`src/rtl/data_mem_arbiter.sv`:
```
// -----------------------------------------------------------------------------
// data_mem_arbiter
//
// Shares one synchronous-read data memory port between the CPU load/store path
// and a host port (program/data loading, debug readback). Every access walks a
// fixed IDLE -> ISSUE -> RESP -> ACK sequence. The ACK cycle also arbitrates,
// so alternating traffic sustains one access every three cycles.
//
// Ports
//   clk, rst                       clock, synchronous active-high reset
//   cpu_req/addr/wdata/wren        CPU request; wren == 0 means read
//   cpu_rdata/ack/err/stall        CPU response; stall = req & ~ack
//   host_*                         same as the CPU port
//   mem_addr/wdata/wren/rd_en      registered memory command, valid in ISSUE
//   mem_rdata                      memory read data, one cycle after rd_en
// -----------------------------------------------------------------------------
module data_mem_arbiter #(
    parameter int AWIDTH      = 32,
    parameter int DWIDTH      = 32,
    parameter int DEPTH_WORDS = 1024
) (
    input  logic              clk,
    input  logic              rst,
    // CPU port
    input  logic              cpu_req,
    input  logic [AWIDTH-1:0] cpu_addr,
    input  logic [DWIDTH-1:0] cpu_wdata,
    input  logic [3:0]        cpu_wren,
    output logic [DWIDTH-1:0] cpu_rdata,
    output logic              cpu_ack,
    output logic              cpu_err,
    output logic              cpu_stall,
    // Host port
    input  logic              host_req,
    input  logic [AWIDTH-1:0] host_addr,
    input  logic [DWIDTH-1:0] host_wdata,
    input  logic [3:0]        host_wren,
    output logic [DWIDTH-1:0] host_rdata,
    output logic              host_ack,
    output logic              host_err,
    // Memory port
    output logic [AWIDTH-1:0] mem_addr,
    output logic [DWIDTH-1:0] mem_wdata,
    output logic [3:0]        mem_wren,
    output logic              mem_rd_en,
    input  logic [DWIDTH-1:0] mem_rdata
);

    typedef enum logic [1:0] {
        ST_IDLE  = 2'd0,
        ST_ISSUE = 2'd1,
        ST_RESP  = 2'd2,
        ST_ACK   = 2'd3
    } state_e;

    localparam logic GRANT_CPU  = 1'b0;
    localparam logic GRANT_HOST = 1'b1;

    // Word index beyond the implemented depth; byte offset bits are ignored.
    function automatic logic addr_out_of_range(input logic [AWIDTH-1:0] addr);
        logic [AWIDTH-1:0] word_idx;
        word_idx = {2'b00, addr[AWIDTH-1:2]};
        return (word_idx >= AWIDTH'(DEPTH_WORDS));
    endfunction

    // FSM and registered outputs
    state_e            state_q;
    logic              grant_q;
    logic              last_grant_q;
    logic              is_read_q;
    logic              oor_q;
    logic [AWIDTH-1:0] mem_addr_q;
    logic [DWIDTH-1:0] mem_wdata_q;
    logic [3:0]        mem_wren_q;
    logic              mem_rd_en_q;
    logic [DWIDTH-1:0] cpu_rdata_q;
    logic [DWIDTH-1:0] host_rdata_q;
    logic              cpu_ack_q;
    logic              host_ack_q;
    logic              cpu_err_q;
    logic              host_err_q;

    // Arbitration results (combinational)
    logic              cpu_elig;
    logic              host_elig;
    logic              arb_valid;
    logic              arb_host;
    logic              load_d;
    logic [AWIDTH-1:0] sel_addr;
    logic [DWIDTH-1:0] sel_wdata;
    logic [3:0]        sel_wren;
    logic              sel_oor;
    logic              sel_read;

    // Arbitration: in ACK the just-acked requester sits out one cycle, so a
    // held request only becomes eligible again from the following cycle.
    always_comb begin
        cpu_elig  = 1'b0;
        host_elig = 1'b0;
        arb_valid = 1'b0;
        arb_host  = 1'b0;
        load_d    = 1'b0;
        sel_addr  = cpu_addr;
        sel_wdata = cpu_wdata;
        sel_wren  = cpu_wren;

        if (state_q == ST_ACK) begin
            cpu_elig  = cpu_req  & (grant_q != GRANT_CPU);
            host_elig = host_req & (grant_q != GRANT_HOST);
        end else begin
            cpu_elig  = cpu_req;
            host_elig = host_req;
        end

        arb_valid = cpu_elig | host_elig;
        // On a tie the port that was not served last wins.
        arb_host  = host_elig & (~cpu_elig | (last_grant_q == GRANT_CPU));

        if ((state_q == ST_IDLE) || (state_q == ST_ACK)) begin
            load_d = arb_valid;
        end else begin
            load_d = 1'b0;
        end

        if (arb_host) begin
            sel_addr  = host_addr;
            sel_wdata = host_wdata;
            sel_wren  = host_wren;
        end else begin
            sel_addr  = cpu_addr;
            sel_wdata = cpu_wdata;
            sel_wren  = cpu_wren;
        end

        sel_oor  = addr_out_of_range(sel_addr);
        sel_read = (sel_wren == 4'b0000);
    end

    // Access sequencer, memory command registers and response registers
    always_ff @(posedge clk) begin
        if (rst) begin
            state_q      <= ST_IDLE;
            grant_q      <= GRANT_CPU;
            last_grant_q <= GRANT_HOST;
            is_read_q    <= 1'b0;
            oor_q        <= 1'b0;
            mem_addr_q   <= '0;
            mem_wdata_q  <= '0;
            mem_wren_q   <= 4'b0000;
            mem_rd_en_q  <= 1'b0;
            cpu_rdata_q  <= '0;
            host_rdata_q <= '0;
            cpu_ack_q    <= 1'b0;
            host_ack_q   <= 1'b0;
            cpu_err_q    <= 1'b0;
            host_err_q   <= 1'b0;
        end else begin
            // Acks and errors are single-cycle pulses.
            cpu_ack_q  <= 1'b0;
            host_ack_q <= 1'b0;
            cpu_err_q  <= 1'b0;
            host_err_q <= 1'b0;

            case (state_q)
                ST_IDLE: begin
                    state_q <= ST_IDLE;
                end
                ST_ISSUE: begin
                    // The memory consumed the command at this edge.
                    mem_addr_q  <= '0;
                    mem_wdata_q <= '0;
                    mem_wren_q  <= 4'b0000;
                    mem_rd_en_q <= 1'b0;
                    state_q     <= ST_RESP;
                end
                ST_RESP: begin
                    // Out-of-range reads never touched memory, so rdata holds.
                    if (is_read_q && !oor_q) begin
                        if (grant_q == GRANT_HOST) begin
                            host_rdata_q <= mem_rdata;
                        end else begin
                            cpu_rdata_q <= mem_rdata;
                        end
                    end else begin
                        cpu_rdata_q  <= cpu_rdata_q;
                        host_rdata_q <= host_rdata_q;
                    end
                    if (grant_q == GRANT_HOST) begin
                        host_ack_q <= 1'b1;
                        host_err_q <= oor_q;
                    end else begin
                        cpu_ack_q <= 1'b1;
                        cpu_err_q <= oor_q;
                    end
                    state_q <= ST_ACK;
                end
                ST_ACK: begin
                    last_grant_q <= grant_q;
                    state_q      <= ST_IDLE;
                end
                default: begin
                    state_q <= ST_IDLE;
                end
            endcase

            // Grant: latch the winner's fields; overrides the ACK -> IDLE move.
            if (load_d) begin
                state_q     <= ST_ISSUE;
                grant_q     <= arb_host;
                is_read_q   <= sel_read;
                oor_q       <= sel_oor;
                mem_addr_q  <= sel_addr;
                mem_wdata_q <= sel_wdata;
                mem_wren_q  <= sel_oor ? 4'b0000 : sel_wren;
                mem_rd_en_q <= ~sel_oor & sel_read;
            end else begin
                grant_q <= grant_q;
            end
        end
    end

    // Reset in the ACK cycle suppresses the pulse already on the register.
    assign cpu_ack    = cpu_ack_q  & ~rst;
    assign host_ack   = host_ack_q & ~rst;
    assign cpu_err    = cpu_err_q  & ~rst;
    assign host_err   = host_err_q & ~rst;
    assign cpu_stall  = cpu_req & ~cpu_ack;
    assign cpu_rdata  = cpu_rdata_q;
    assign host_rdata = host_rdata_q;
    assign mem_addr   = mem_addr_q;
    assign mem_wdata  = mem_wdata_q;
    assign mem_wren   = mem_wren_q;
    assign mem_rd_en  = mem_rd_en_q;

endmodule

```
`config.mk`:
```
export PLATFORM = sky130hd
export DESIGN_NAME = data_mem_arbiter
export DESIGN_NICKNAME = d
export VERILOG_FILES = /design/src/rtl/data_mem_arbiter.sv
export SDC_FILE = /design/constraint.sdc
export NUM_CORES = 1
export LEC_CHECK = 0
export ABC_CLOCK_PERIOD_IN_PS = 2000
export CORE_AREA = 2 2 123 125
export CTS_CLUSTER_DIAMETER = 30
export DETAILED_ROUTE_END_ITERATION = 8
export DIE_AREA = 0 0 125 127
export MAX_ROUTING_LAYER = met4
export PLACE_DENSITY = 0.91
export SETUP_SLACK_MARGIN = 0.3
export SYNTH_ARGS = -nofsm -noshare
export SYNTH_HDL_FRONTEND = slang
export SYNTH_SLANG_ARGS = --single-unit
```
`constraint.sdc`:
```
create_clock -name clk -period 2 [get_ports clk]
set_input_delay 0.2 -clock clk [delete_from_list [all_inputs] [get_ports clk]]
set_output_delay 0.2 -clock clk [all_outputs]
set_load 0.01 [all_outputs]
```
==> flow_summary.json <==
{
  "diodes": 0,
  "die_x_um": 125,
  "status": "complete, no violations",
  "slew_viol_final": 0,
  "worst_slack_ns": 0.258,
  "worst-setup-path-type": "flip-flop to flip-flop",
  "endpoint_kind": "flip-flop",
  "drive_above_1_share_pct": 11.5,
  "hold_buffers": 0,
  "postLayoutCellArea_sq_um": 9930,
  "ant_nets": 0,
  "dp.cells": 1115,
  "grtUsageTotal_pct": 24.2,
  "grt_max_degree": 48,
  "die_h_um": 127,
  "startpoint": "state_q[0]",
  "htreeDepth": 4,
  "nNetsFinal": 1144,
  "clkTransAtPathRegs_ns": 0.06,
  "drcViolationCount": 0,
  "place.gp.congestion": 0.812,
  "via_per_inst": 5.07,
  "hpwl_um": 14000,
  "crit_path_cell_trace": "inv_2 > ha_4 > o21ai_2 > a21oi_2 > buf_6 > nor3_4 > buf_6 > buf_12 > clkbuf_16 > nand2_2 > o21ai_0",
  "final_cell_mix": "clkdlybuf4s50_1, nand2_1, dfxtp_1",
  "synth-seq-cells": 143,
  "drv_cap": 0,
  "worstMarginPinSlew_ns": 0.411,
  "grt_pass1_wl_um": 29600,
  "port_buffers": 309,
  "clockBufferDepth": 2,
  "vias": 5911,
  "tns_ns": 0,
  "initial_core_util_pct": 38.6,
  "finalCriticalPeriod_ns": 1.74,
  "cp.required_ns": 2.29,
  "final_common_cell": "clkdlybuf4s50_1",
  "post-route-period-util_pct": 87.1,
  "synth.area.top_cells": "dfxtp_1, nand2_1, mux2i_1, a21oi_1, o21ai_0",
  "cts-root-buf": "clkbuf_16",
  "clock.fmax_mhz": 574,
  "hp-class": "input port to flip-flop",
  "hp-start": "rst",
  "wl_per_cell_um": 17.2,
  "placed_cell_area_sq_um": 8890,
  "gr-total-overflow": 0,
  "area_growth_pct": 78.5,
  "startpoint_type": "flip-flop",
  "syn_nets": 825,
  "powerDensity_nw_per_um2": 1070,
  "syn-cell-area_sq_um": 5560,
  "p_leak_nw": 3.81,
  "dieArea_sq_um": 15900,
  "setup_viol": 0,
  "reg2reg_from": "state_q[0]",
  "numCtsBuffers": 17,
  "ys_types": 29,
  "worstPathArrival_ns": 2.03,
  "irDropWorstVdd_v": 0.000661,
  "yosysSeqAreaShare_pct": 51.5,
  "firstDrtPassIters": 5,
  "rr_worst_depth": 11,
  "wl_um": 20000,
  "fin_skew_ns": 0.00861,
  "cp_max_fo": 6,
  "drt_iter0_drc": 322,
  "avgSynthCellArea_sq_um": 8.56,
  "synth_warnings": 0,
  "relSlewSlack_pct": 72.3,
  "final_hold_viol_count": 0,
  "synth_area_leader_cell": "dfxtp_1",
  "clk_latency_ns": 0.41,
  "syn-instance-count": 650,
  "ios": 310,
  "crit_path_max_incr_delay_ns": 0.35,
  "rows": 44,
  "p_total_mw": 10.7,
  "hold_depth": 2,
  "synth_top_area_share_pct": 51.5,
  "rsz0062_at_grt": "true",
  "grt_pass1_vias": 5667,
  "place_ws_ns": 0.0788,
  "path_common_cell": "buf_6",
  "crit_slowest_cell": "dfxtp_2",
  "antenna_found_initial": 0,
  "final_cells": 1166,
  "tritoncts": "built",
  "clock-sinks": 143,
  "core_sq_um": 14400
}
[sequential cells by signal, indices dropped and copies added (netlist names), 2 cells and up]
name        count
cpu_rdata      32
host_rdata     32
mem_addr       32
mem_wdata      32
mem_wren        4
state_q         2
[power breakdown]
| part | switching [mW] | total, mW | internal, mW |
|---|---|---|---|
| Clock | 1.25 | 2.84 | 1.58 |
| Sequential | 0.341 | 3.74 | 3.40 |
| Combinational | 1.83 | 4.08 | 2.25 |
[Yosys cell counts (all sizes together)]
| cell | number |
|---|---|
| a21oi | 68 |
| a31o | 1 |
| and2 | 3 |
| and3 | 2 |
| buf | 15 |
| clkbuf | 30 |
| dfxtp | 143 |
| ha | 3 |
| inv | 3 |
| mux2i | 69 |
| nand2 | 205 |
| nand2b | 1 |
| nand3 | 4 |
| nand3b | 1 |
| nor2 | 7 |
| nor2b | 5 |
| nor3 | 3 |
| nor3b | 2 |
| nor4 | 11 |
| o21ai | 66 |
| o31ai | 5 |
| or2b | 1 |
| or3 | 1 |
| or4 | 1 |
[final timing paths]
path	endpoint	slack, ns
worst max-delay path	mem_wdata[1]	0.26
worst min-delay path	state_q[1]	0.18
worst max register to register	mem_wdata[1]	0.26
worst min register to register	mem_wdata[27]	0.45
[worst max-delay path, delay by kind of cell (launching register included)]
| family | cells | cell delay (ns) |
|---|---|---|
| and+or+nand+nor | 2 | 0.11 |
| buffers and inverters | 5 | 0.64 |
| DFF | 1 | 0.35 |
| adders and majority gates | 1 | 0.27 |
| AOI/OAI and AO/OA | 3 | 0.24 |
[metal layers]
metal  routed length (um)  track usage [%]  up-vias
li1                     -                -     2826
met1                 7530             26.7     2740
met5                    0                -        -
met4                  745             11.0        0
met3                 1480             5.57       48
met2                10200             41.9      297
[metrics by stage]
step           utilization [%]  hold WS (ns)
2_1_floorplan                -         0.336
3_3_place_gp              61.6         0.433
3_5_place_dp              61.6         0.443
4_1_cts                   66.3         0.175
5_1_grt                   68.8         0.206
6_report                  68.8         0.184
[logic make-up (layout without fill, tap and decap cells)]
logic type	Yosys count	in the layout	synth area share (%)
AND/OR/NAND/NOR	247	247	18.4
flip-flops	143	143	51.5
AO/OA/AOI/OAI	140	140	13.0
multiplexers	69	69	12.4
buffers and inverters	48	380	4.03
adder cells (fa/ha/maj)	3	3	0.675
[repair_timing]
item | in CTS | in global routing
pin swaps | 3 | 21
setup endpoints to repair | 71 | 80
buffers inserted | 2 | 6
resized for setup | 15 | 78
gates cloned | 3 | 8
[cell type report]
class	count	area (sq um)
Multi-Input combinational cell	459	2650
Clock buffer	19	433
Clock inverter	13	92.6
Fill cell	1088	4490
Inverter	3	11.3
Timing Repair Buffer	345	3640
Sequential cell	143	2870
Tap cell	184	230
(Power assumes the default switching activity.)
